<file path="src/rtl/branch_redirect_if.sv">
// Execute-to-fetch redirect bundle: resolved branch inputs, PC-override outputs and branch statistics.
interface branch_redirect_if #(
   parameter int instSize = 24
) ();
   logic                  brValid;
   logic                  brTaken;
   logic [instSize+7:0]   brTarget;
   logic                  stall;
   logic                  pcWrEn;
   logic [instSize+7:0]   newPc;
   logic                  flush;
   logic                  busy;
   logic [15:0]           branchCount;
   logic [15:0]           takenCount;

   modport master (
      output brValid, brTaken, brTarget, stall,
      input  pcWrEn, newPc, flush, busy, branchCount, takenCount
   );

   modport slave (
      input  brValid, brTaken, brTarget, stall,
      output pcWrEn, newPc, flush, busy, branchCount, takenCount
   );
endinterface

</file>
<file path="src/rtl/branch_redirect.sv">
// Control-flow redirect unit: turns a taken branch into a one-cycle PC override for fetch,
// then squashes younger instructions for squashDepth cycles in total; keeps saturating stats.
module branch_redirect #(
   parameter int instSize    = 24,
   parameter int squashDepth = 2
) (
   input logic             clk,
   input logic             reset,
   branch_redirect_if.slave br
);
   localparam int pcw = instSize + 8;
   localparam logic [3:0] squash_init = 4'(squashDepth - 2);

   typedef enum logic [1:0] {
      IDLE   = 2'd0,
      ISSUE  = 2'd1,
      HOLD   = 2'd2,
      SQUASH = 2'd3
   } state_t;

   state_t            state_r;
   logic [3:0]        squash_cnt_r;
   logic [pcw-1:0]    new_pc_r;
   logic              pc_wr_en_r;
   logic              flush_r;
   logic              busy_r;
   logic [15:0]       branch_count_r;
   logic [15:0]       taken_count_r;

   function automatic logic [15:0] sat_inc(input logic [15:0] v);
      return (v == 16'hFFFF) ? v : v + 16'd1;
   endfunction

   // Redirect sequencer; outputs are set on the transition into each state so they stay registered.
   always_ff @(posedge clk or negedge reset) begin
      if (!reset) begin
         state_r        <= IDLE;
         squash_cnt_r   <= 4'd0;
         new_pc_r       <= '0;
         pc_wr_en_r     <= 1'b0;
         flush_r        <= 1'b0;
         busy_r         <= 1'b0;
         branch_count_r <= 16'd0;
         taken_count_r  <= 16'd0;
      end else begin
         case (state_r)
            IDLE: begin
               if (br.brValid && !br.stall) begin
                  branch_count_r <= sat_inc(branch_count_r);
                  if (br.brTaken) begin
                     taken_count_r <= sat_inc(taken_count_r);
                     new_pc_r      <= br.brTarget;
                     squash_cnt_r  <= squash_init;
                     state_r       <= ISSUE;
                     pc_wr_en_r    <= 1'b1;
                     flush_r       <= 1'b1;
                     busy_r        <= 1'b1;
                  end else begin
                     state_r <= IDLE;
                  end
               end else begin
                  state_r <= IDLE;
               end
            end
            ISSUE: begin
               state_r    <= HOLD;
               pc_wr_en_r <= 1'b0;
            end
            // Fetch samples newPc during HOLD, so new_pc_r is left untouched here.
            HOLD: begin
               if (squash_cnt_r != 4'd0) begin
                  state_r <= SQUASH;
               end else begin
                  state_r <= IDLE;
                  flush_r <= 1'b0;
                  busy_r  <= 1'b0;
               end
            end
            SQUASH: begin
               if (squash_cnt_r <= 4'd1) begin
                  squash_cnt_r <= 4'd0;
                  state_r      <= IDLE;
                  flush_r      <= 1'b0;
                  busy_r       <= 1'b0;
               end else begin
                  squash_cnt_r <= squash_cnt_r - 4'd1;
               end
            end
            default: begin
               state_r      <= IDLE;
               squash_cnt_r <= 4'd0;
               pc_wr_en_r   <= 1'b0;
               flush_r      <= 1'b0;
               busy_r       <= 1'b0;
            end
         endcase
      end
   end

   assign br.pcWrEn      = pc_wr_en_r;
   assign br.newPc       = new_pc_r;
   assign br.flush       = flush_r;
   assign br.busy        = busy_r;
   assign br.branchCount = branch_count_r;
   assign br.takenCount  = taken_count_r;
endmodule

</file>
<file path="src/flat_wrapper.sv">
// flat-port wrapper written by rule: the top's interface ports become plain ports
module branch_redirect_flat 
#(
   parameter int instSize    = 24,
   parameter int squashDepth = 2
)
  (clk, reset, br_brValid, br_brTaken, br_brTarget, br_stall, br_pcWrEn, br_newPc, br_flush, br_busy, br_branchCount, br_takenCount);
  branch_redirect_if #(.instSize(instSize)) br_i ();
  input logic clk;
  input logic reset;
  input wire logic [$bits(br_i.brValid)-1:0] br_brValid;
  input wire logic [$bits(br_i.brTaken)-1:0] br_brTaken;
  input wire logic [$bits(br_i.brTarget)-1:0] br_brTarget;
  input wire logic [$bits(br_i.stall)-1:0] br_stall;
  output wire logic [$bits(br_i.pcWrEn)-1:0] br_pcWrEn;
  output wire logic [$bits(br_i.newPc)-1:0] br_newPc;
  output wire logic [$bits(br_i.flush)-1:0] br_flush;
  output wire logic [$bits(br_i.busy)-1:0] br_busy;
  output wire logic [$bits(br_i.branchCount)-1:0] br_branchCount;
  output wire logic [$bits(br_i.takenCount)-1:0] br_takenCount;
  assign br_i.brValid = br_brValid;
  assign br_i.brTaken = br_brTaken;
  assign br_i.brTarget = br_brTarget;
  assign br_i.stall = br_stall;
  assign br_pcWrEn = br_i.pcWrEn;
  assign br_newPc = br_i.newPc;
  assign br_flush = br_i.flush;
  assign br_busy = br_i.busy;
  assign br_branchCount = br_i.branchCount;
  assign br_takenCount = br_i.takenCount;
  branch_redirect #(.instSize(instSize), .squashDepth(squashDepth)) u_core (.clk(clk), .reset(reset), .br(br_i));
endmodule
</file>
<file path="config.mk">
export PLATFORM = sky130hd
export DESIGN_NAME = branch_redirect_flat
export DESIGN_NICKNAME = d
export VERILOG_FILES = /design/src/rtl/branch_redirect_if.sv /design/src/rtl/branch_redirect.sv /design/src/flat_wrapper.sv
export SDC_FILE = /design/constraint.sdc
export NUM_CORES = 1
export LEC_CHECK = 0
export CAP_MARGIN = 20
export CORE_MARGIN = 3
export CORE_UTILIZATION = 49
export CTS_CLUSTER_DIAMETER = 150
export DETAILED_ROUTE_END_ITERATION = 12
export PLACE_DENSITY = 0.91
export REMOVE_ABC_BUFFERS = 1
export SYNTH_ARGS = -nofsm -noshare
export SYNTH_HDL_FRONTEND = slang
export SYNTH_SLANG_ARGS = --single-unit
</file>
<file path="constraint.sdc">
create_clock -name clk -period 3.5 [get_ports clk]
set_clock_uncertainty 0.15 [all_clocks]
set_input_delay 0.525 -clock clk [delete_from_list [all_inputs] [get_ports clk]]
set_output_delay 0.525 -clock clk [all_outputs]
set_load 0.02 [all_outputs]
</file>
# Yosys cells after proc, flatten, opt, wreduce, memory -nomap -nowiden
# Index checks and enable logic that the tools add are counted.
# classes
div_mod_pow,0
mux,15
bitwise,2
multipliers,0
addsub,3
shifts,0
n_lt_le_gt_ge,1
eq_ne,9
reduce_logical,13
# ops
operator,count
$add 16x1->16 const B,2
$eq 16x16->1 const B,2
$mux 4,3
$reduce_and 3->1,4
$pmux 2 s4,1
$pmux 4 s2,1
$mux 1,6
$reduce_and 5->1,1
$eq 2x2->1 const B,2
$le 4x1->1 const B,1
$mux 2,2
$ne 2x1->1 const B,2
$ne 2x2->1 const B,2
$reduce_and 4->1,1
$reduce_bool 2->1,2
$reduce_bool 4->1,1
$sub 4x1->4 const B,1
$pmux 1 s3,1
$reduce_bool 3->1,1
$eq 2x1->1 const B,1
$logic_not 2->1,1
$not 1->1,2
$pmux 1 s2,1
$logic_and 1x1->1,1
$logic_not 1->1,1
# word_totals
romBits,0
ff_bits,72
n_memories,0
ram_bits,0
inputBits,37
output_inout_bits,67
latchBits,0

# Depth between registers and ports, before layout
# Gate-level depths: netlist of the first run.
# depth
depth_word,4
ltp_mapped,7
ltp_nobuf,7

# Worst setup path before layout of the first run
# No wires, ideal clock.
# synth_timing
kind,reg2reg
from,register u_core.branch_count_r[0] (netlist: u_core.br.branchCount[0])
to,register u_core.branch_count_r[5] (netlist: u_core.br.branchCount[5])
path_slack_ps,1439
t_arrival_ps,1779
n_path_buf,0
stages_incl_launch_ff,7
setup_ps,132
path_cell_list,dfrtp_1 > ha_1 > nand4_1 > or4_1 > and2_1 > nand4_1 > xnor2_1
# synth_between
elab_chain_cells,3
# synth_rtl
element,line,text
start: declaration,branch_redirect.sv:27,logic [15:0] branch_count_r;
start signal: assignment,branch_redirect.sv:49,branch_count_r <= sat_inc(branch_count_r);
"parallel branches: the longest is 3 deep, another holds $add 16x1->16",n/a,
# Several ways; the timed one is not identified.
# A chain may end at the register's enable or synchronous reset.

# Worst setup path in the final report of the first run
# layout_timing
from,register u_core.squash_cnt_r[0]
to,register u_core.busy_r (netlist: u_core.br.busy)
# layout_between
elab_chain_cells,3
# layout_rtl
element,line,text
start: declaration,branch_redirect.sv:22,logic [3:0] squash_cnt_r;
start signal: assignment,branch_redirect.sv:53,squash_cnt_r <= squash_init;
start signal: assignment,branch_redirect.sv:86,squash_cnt_r <= squash_cnt_r - 4'd1;
$le 4x1->1 / $reduce_bool 4->1 (equally long branches),"branch_redirect.sv:80, branch_redirect.sv:71",
$ne 2x1->1 (no line) / $ne 2x2->1 (equally long branches),n/a,
$reduce_and 5->1 (no line) *,n/a,
end signal: assignment,branch_redirect.sv:76,busy_r <= 1'b0;
end signal: assignment,branch_redirect.sv:84,busy_r <= 1'b0;
end signal: assignment,branch_redirect.sv:94,busy_r <= 1'b0;
end: declaration,branch_redirect.sv:26,logic busy_r;
# Mark *: on every way between the ends. The rest lies on a longest branch, timed or not.

==> results of run 1 <==
-- layout make-up --
class	count	share of cell area, %
timing repair buffer	106	23.9
inverter	6	0.514
tap	75	2.14
sequential	72	41.1
multi-input combinational	226	28.5
clock inverter	4	0.457
clock buffer	12	3.31
-- cells in the mapped netlist (2+ instances only) --
library cell	instances	area (sq um)
o21ai_0	7	35.0
xnor2_1	17	149
xor2_1	11	96.3
a31oi_1	2	12.5
nor2_1	13	48.8
clkbuf_1	7	26.3
a21oi_1	4	20.0
nor3_2	2	20.0
dfrtp_1	72	1800
and2_1	2	12.5
nand2b_1	2	12.5
or4_1	2	15.0
nand2_1	113	424
inv_1	6	22.5
ha_1	5	62.6
nand4_1	12	75.1
nor3_1	4	20.0
and3_1	4	25.0
nand3_1	12	60.1
-- per-stage QoR --
step | instance area (sq um) | hold slack [ps] | util, % | setup WS, ps | power [mW]
final | 4380 | 6.73 | 72.7 | 1230 | 2.30
after global routing | 4380 | 50.1 | 72.7 | 1060 | 2.41
after floorplan | 3070 | 79.4 | - | 1120 | 1.36
after global placement | 4220 | 307 | 70.0 | 977 | 1.72
after CTS | 4380 | 21.1 | 72.7 | 1220 | 2.31
after detailed placement | 4220 | 312 | 70.0 | 896 | 1.75
-- power by group through the flow --
stage / Combinational (mW) / Sequential [mW] / Clock [mW]
2_1_floorplan: 0.140 / 1.22 / 0
3_3_place_gp: 0.643 / 1.07 / 0
3_5_place_dp: 0.663 / 1.09 / 0
4_1_cts: 0.666 / 1.07 / 0.576
5_1_grt: 0.700 / 1.10 / 0.615
6_report: 0.656 / 1.07 / 0.567
-- registers in the layout, indices dropped and copies added, names as in the netlist --
register / count
u_core.br.newPc: 32
u_core.br.branchCount: 16
u_core.br.pcWrEn: 1
u_core.br.busy: 1
u_core.br.takenCount: 16
u_core.state_r: 2
u_core.squash_cnt_r: 4
-- logic make-up after synthesis --
logic type	share of synthesized area, %
compound gates	3.74
xor+xnor	7.88
fa+ha+maj	2.01
buf+inv	1.97
flops	57.9
mux	0.362
simple gates	26.2
-- worst max-delay path, stage by stage (launching register included) --
cell,delay [ps]
dfrtp_1,420
inv_1,100
ha_1,200
nor2_1,60
o311ai_1,640
o31a_1,290
nand2_1,90
a21o_1,200
-- per-layer routing --
metal | share of wire (%) | vias up | GRT usage [%]
met1 | 39 | 1277 | 27.2
met5 | 0 | - | 0
li1 | - | 1245 | -
met3 | 4.7 | 13 | 3.36
met4 | 2.1 | 0 | 10.2
met2 | 54 | 90 | 40.3
-- layout by cell type (no fill, tap or decap), types with 2 or more instances in the layout --
cell type,synthesis,final
inv_1,6,6
nand4_1,12,12
clkdlybuf4s50_1,0,102
clkinv_2,0,4
nor3_1,4,4
o21ai_0,7,7
a31oi_1,2,2
ha_1,5,5
nand2_1,113,113
a21oi_1,4,4
and3_1,4,4
clkbuf_8,0,10
or4_1,2,2
nor2_1,13,13
xor2_1,11,11
nor3_2,2,2
nand3_1,12,12
xnor2_1,17,17
buf_4,1,3
dfrtp_1,72,72
and2_1,2,2
clkbuf_1,7,2
nand2b_1,2,2
-- final timing paths --
| path | from | to |
|---|---|---|
| min | reset | u_core.br.newPc[18] |
| max in group asynchronous | reset | u_core.br.takenCount[15] |
| max | u_core.squash_cnt_r[0] | u_core.br.busy |
| max reg2reg | u_core.squash_cnt_r[0] | u_core.br.busy |
| min in group clk | u_core.br.newPc[23] | u_core.br.newPc[23] |
| min reg2reg | u_core.br.newPc[23] | u_core.br.newPc[23] |
==> metrics.md, run 1 <==
| Metric | Value |
|---|---|
| Worst hold path type | in -> async |
| Setup Total Neg Slack | 0 ps |
| R2R cell count | 7 |
| Largest net degree at the start of global routing | 49 |
| # Max-Cap Violations | 0 |
| Total Wirelength | 7860 um |
| Worst Path Arrival | 2350 ps |
| Status | complete, no violations |
| Synth Flop Type | dfrtp_1 |
| CP endpoint kind | register |
| Core region area | 6030 sq um |
| Post-synth EDFFs | 0 |
| Switching pwr | 0.749 mW |
| CTS tree | done |
| Routed via count | 2625 |
| Max FO, Critical Path | 7 |
| Initial antenna violation count | 0 |
| Starting Density | 51.7% |
| Seq/Total Area, Yosys | 57.9% |
| Detail Placement HPWL | 5820 um |
| Leakage | 2.04 nW |
| Area of the multi-input gates | 1250 sq um |
| Synth unique cells | 35 |
| Worst-path clk slew | 70 ps |
| Initial DRT Pass Iterations | 5 |
| Area grow syn2layout | 40.8% |
| F_max | 441 MHz |
| Net Sw Frac | 32.6% |
| Row count | 28 |
| Routability Congestion | 0.821 |
| Non-Filler Instances | 501 |
| Peak VDD IR | 0.385 mV |
| WP data required | 3580 ps |
| Comb power frac | 28.6% |
| Mean area per synthesized cell | 9.95 sq um |
| Final hold viol count | 0 |
| Cell count after synthesis | 313 |
| Yosys Warn Count | 0 |
| Pin slew with the least headroom to its limit | 769 ps |
| FF/Latch Area | 1800 sq um |
| Setup CP Type | reg -> reg |
| Yosys reg bits | 72 |
| Final min period | 2270 ps |
| Final setup viols | 0 |
| CTS H-tree lvls | 3 |
| Hold-fix buffers, CTS | 0 |
| Netlist area before placement | 3110 sq um |
| CTS buffer count | 9 |
| Startpoint types | register |
| RSZ-0062 raised after global routing | false |
| Vias in the first global route | 2605 |
| Clk sinks | 72 |
| Routed wire per std cell | 15.7 um |
| Filler cell count | 428 |
| Slew Limit Fails | 0 |
| Slew margin rel. | 47.9% |
| First DRT Iteration DRCs | 143 |
| Inst Count DP | 485 |
| Layout cell share with drive strength beyond 1 | 6.10% |
| First-pass GRT wire length | 12900 um |
| Horiz. Die Dim | 85.7 um |
| DIE HEIGHT | 85.7 um |
| FF-to-FF setup slack | 1230 ps |
| Inserted Diodes | 0 |
| Synth async-reset ratio | 100% |
| Setup bufs post-CTS | 0 |
| # IOs | 104 |
| Die area | 7350 sq um |
| All-Layer GR Usage | 22.7% |
| Worst-Skew Late Latency | 340 ps |
| Total grt overflow | 0 |
| PwrDens | 524 nW/um^2 |
| Root Buffer | clkbuf_8 |
| Fin nets | 463 |
| Sequential share of power | 46.7% |
| Int Power | 1.55 mW |
| Clock power frac | 24.7% |
| ANT nets after route | 0 |
| Resize count post-CTS | 0 |
| Residual DRC | 0 |
| Clock Tree Buf Depth | 2 |
| Fin crit share | 64.8% |
| IO buf count | 103 |
| Drt via density | 5.24 |
Power figures use the tool's default switching activity.
==> inputs of run 2 (changes only) <==
--- a/config.mk
+++ b/config.mk
@@ -7,10 +7,10 @@
 export LEC_CHECK = 0
 export CAP_MARGIN = 20
 export CORE_MARGIN = 3
-export CORE_UTILIZATION = 49
+export CORE_UTILIZATION = 41
 export CTS_CLUSTER_DIAMETER = 150
 export DETAILED_ROUTE_END_ITERATION = 12
-export PLACE_DENSITY = 0.91
+export PLACE_DENSITY = 0.82
 export REMOVE_ABC_BUFFERS = 1
 export SYNTH_ARGS = -nofsm -noshare
 export SYNTH_HDL_FRONTEND = slang
==> constraint.sdc (replaced) <==
create_clock -name clk -period 1.95 [get_ports clk]
set_clock_uncertainty 0.15 [all_clocks]
set_input_delay 0.2925 -clock clk [delete_from_list [all_inputs] [get_ports clk]]
set_output_delay 0.2925 -clock clk [all_outputs]
set_load 0.02 [all_outputs]
==> run 2 against run 1 <==
Net effect:
- cell count up 11%
- total power rose by 110%
- critical path depth is 5 lower
- largest power group unchanged
- sequential power increased by 76%
- clock power grew to 2.7 times the previous value
- critical endpoint is now br_branchCount[0]
- core utilization down 6.5 points
- global-route usage is 3.5 points lower
- hold slack better by 320 ps
- design area grew 10%
- largest cell class unchanged
- clock-buffer cell count fell by 2
==> metrics.md, run 2 (synthesized netlist as in run 1, its figures left out) <==
| Metric | Value |
|---|---|
| Slew margin rel. | 74.6% |
| First-pass GRT wire length | 13300 um |
| CP Buf/Inv Count | 2 |
| Area grow syn2layout | 55.0% |
| Die area | 8670 sq um |
| Routed via count | 2753 |
| WP data required | 1510 ps |
| PwrDens | 983 nW/um^2 |
| First DRT Iteration DRCs | 110 |
| F_max | 524 MHz |
| Total Wirelength | 8040 um |
| IO buf count | 103 |
| Worst hold path type | reg -> reg |
| Pre-CTS setup slack | -380 ps |
| Drt via density | 4.96 |
| DIE HEIGHT | 93.1 um |
| Pin slew with the least headroom to its limit | 381 ps |
| Final hold viol count | 0 |
| Starting Density | 42.7% |
| Routed wire per std cell | 14.5 um |
| Most frequent cells in the layout | 113 x nand2_1, 99 x clkdlybuf4s50_1, 71 x dfrtp_1 |
| Max FO, Critical Path | 6 |
| Critical Path, Cell by Cell | buf_4 -> clkdlybuf4s50_1 |
| Root Buffer | clkbuf_8 |
| Fin crit share | 97.8% |
| Status | complete, no violations |
| Hold Startpoint | u_core.br.newPc[15] |
| Slew Limit Fails | 0 |
| # Max-Cap Violations | 0 |
| Routability Congestion | 0.844 |
| Detail Placement HPWL | 5830 um |
| Total grt overflow | 0 |
| Commonest non-fill, non-tap cell in the layout | nand2_1 |
| Clock Tree Buf Depth | 2 |
| Worst-case hold path end point | u_core.br.newPc[15] |
| Fin nets | 494 |
| CP max stage delay | 610 ps |
| All-Layer GR Usage | 19.2% |
| Vias in the first global route | 2776 |
| Largest net degree at the start of global routing | 73 |
| Startpoint types | register |
| Worst-Skew Late Latency | 340 ps |
| Pwr Total | 4.74 mW |
| Hold Path Stages | 2 |
| Peak VDD IR | 0.780 mV |
| Final worst-path setup slack | 42.3 ps |
| CTS buffer count | 9 |
| R2R cell count | 5 |
| CTS H-tree lvls | 3 |
| # IOs | 104 |
| Final min period | 1910 ps |
| Initial DRT Pass Iterations | 4 |
| Worst hold margin | 326 ps |
| Worst Path Arrival | 1470 ps |
| Residual DRC | 0 |
| Clk sinks | 72 |
| Initial antenna violation count | 0 |
| Worst r2r src | u_core.state_r[0] |
| CP endpoint kind | output port |
| Worst path slowest cell | clkdlybuf4s50_1 |
| Horiz. Die Dim | 93.1 um |
| Largest register FFs | 32 |
| RR Endpoint | u_core.br.branchCount[11] |
| FF-to-FF setup slack | 60 ps |
| Inserted Diodes | 0 |
| Final setup viols | 0 |
| Setup CP Type | reg -> out |
| RSZ-0062 raised after global routing | true |
| CTS tree | done |
| Leakage | 2.33 nW |
| CP delay by family, top | buffers and inverters |
| Core region area | 7290 sq um |
| ANT nets after route | 0 |
| Worst-path clk slew | 70 ps |
| Layout cell share with drive strength beyond 1 | 14.7% |
| Row count | 31 |
==> run 2: final cells by class <==
type	count	area, sq um
clock inverter	5	129
inverter	6	22.5
multi-input combinational	226	1310
timing repair buffer	137	1300
clock buffer	10	138
tap	99	124
sequential	72	1800
fill	603	2470
==> run 2: worst register-to-register path, cell delays in order, from the launching register on <==
cell	delay (ps)
dfrtp_1	430
nor4b_4	350
nand4_1	160
a311oi_2	330
nand3_1	180
xnor2_2	170
==> run 2: what timing repair did <==
action / in CTS / in global routing
endpoints found under the hold margin: 72 / 0
gates resized for setup: 0 / 15
setup endpoints to repair: 2 / 25
buffers inserted: 1 / 0
pin swaps: 2 / 2
hold buffers: 1 / 0
==> run 2: power by group <==
part,switching (mW),internal (mW)
clock network,0.540,1.01
registers,0.162,1.72
logic,0.668,0.648
total,1.37,3.37
==> run 2: worst max path at each step <==
stage | startpoint | endpoint | slack [ps] | cells past startpoint
finish | u_core.br.branchCount[0] | br_branchCount[0] | 40 | 2
global route | u_core.br.takenCount[6] | u_core.br.takenCount[2] | -30 | 7
CTS | u_core.br.takenCount[1] | u_core.br.takenCount[15] | 4 | 6
detailed placement | br_stall | u_core.br.branchCount[11] | -380 | 7
global placement | br_stall | u_core.br.branchCount[15] | -280 | 7
floorplan | u_core.state_r[1] | u_core.br.takenCount[1] | -280 | 4
==> run 2: per-layer routing <==
metal / up-vias / global-route usage, % / share of wire, %
met5: - / 0 / 0
met4: 0 / 7.69 / 1.8
met3: 12 / 3.70 / 5.4
met2: 84 / 32.3 / 50
met1: 1341 / 24.3 / 43
li1: 1316 / - / -
==> run 2: through the flow <==
step,instances,cell area (sq um),util (%),TNS (ps)
floorplan,304,3070,-,-1600
global placement,538,4480,61.4,-3480
detailed placement,538,4480,61.4,-4800
CTS,555,4760,65.3,0
global route,555,4830,66.2,-53.0
finish,555,4830,66.2,0
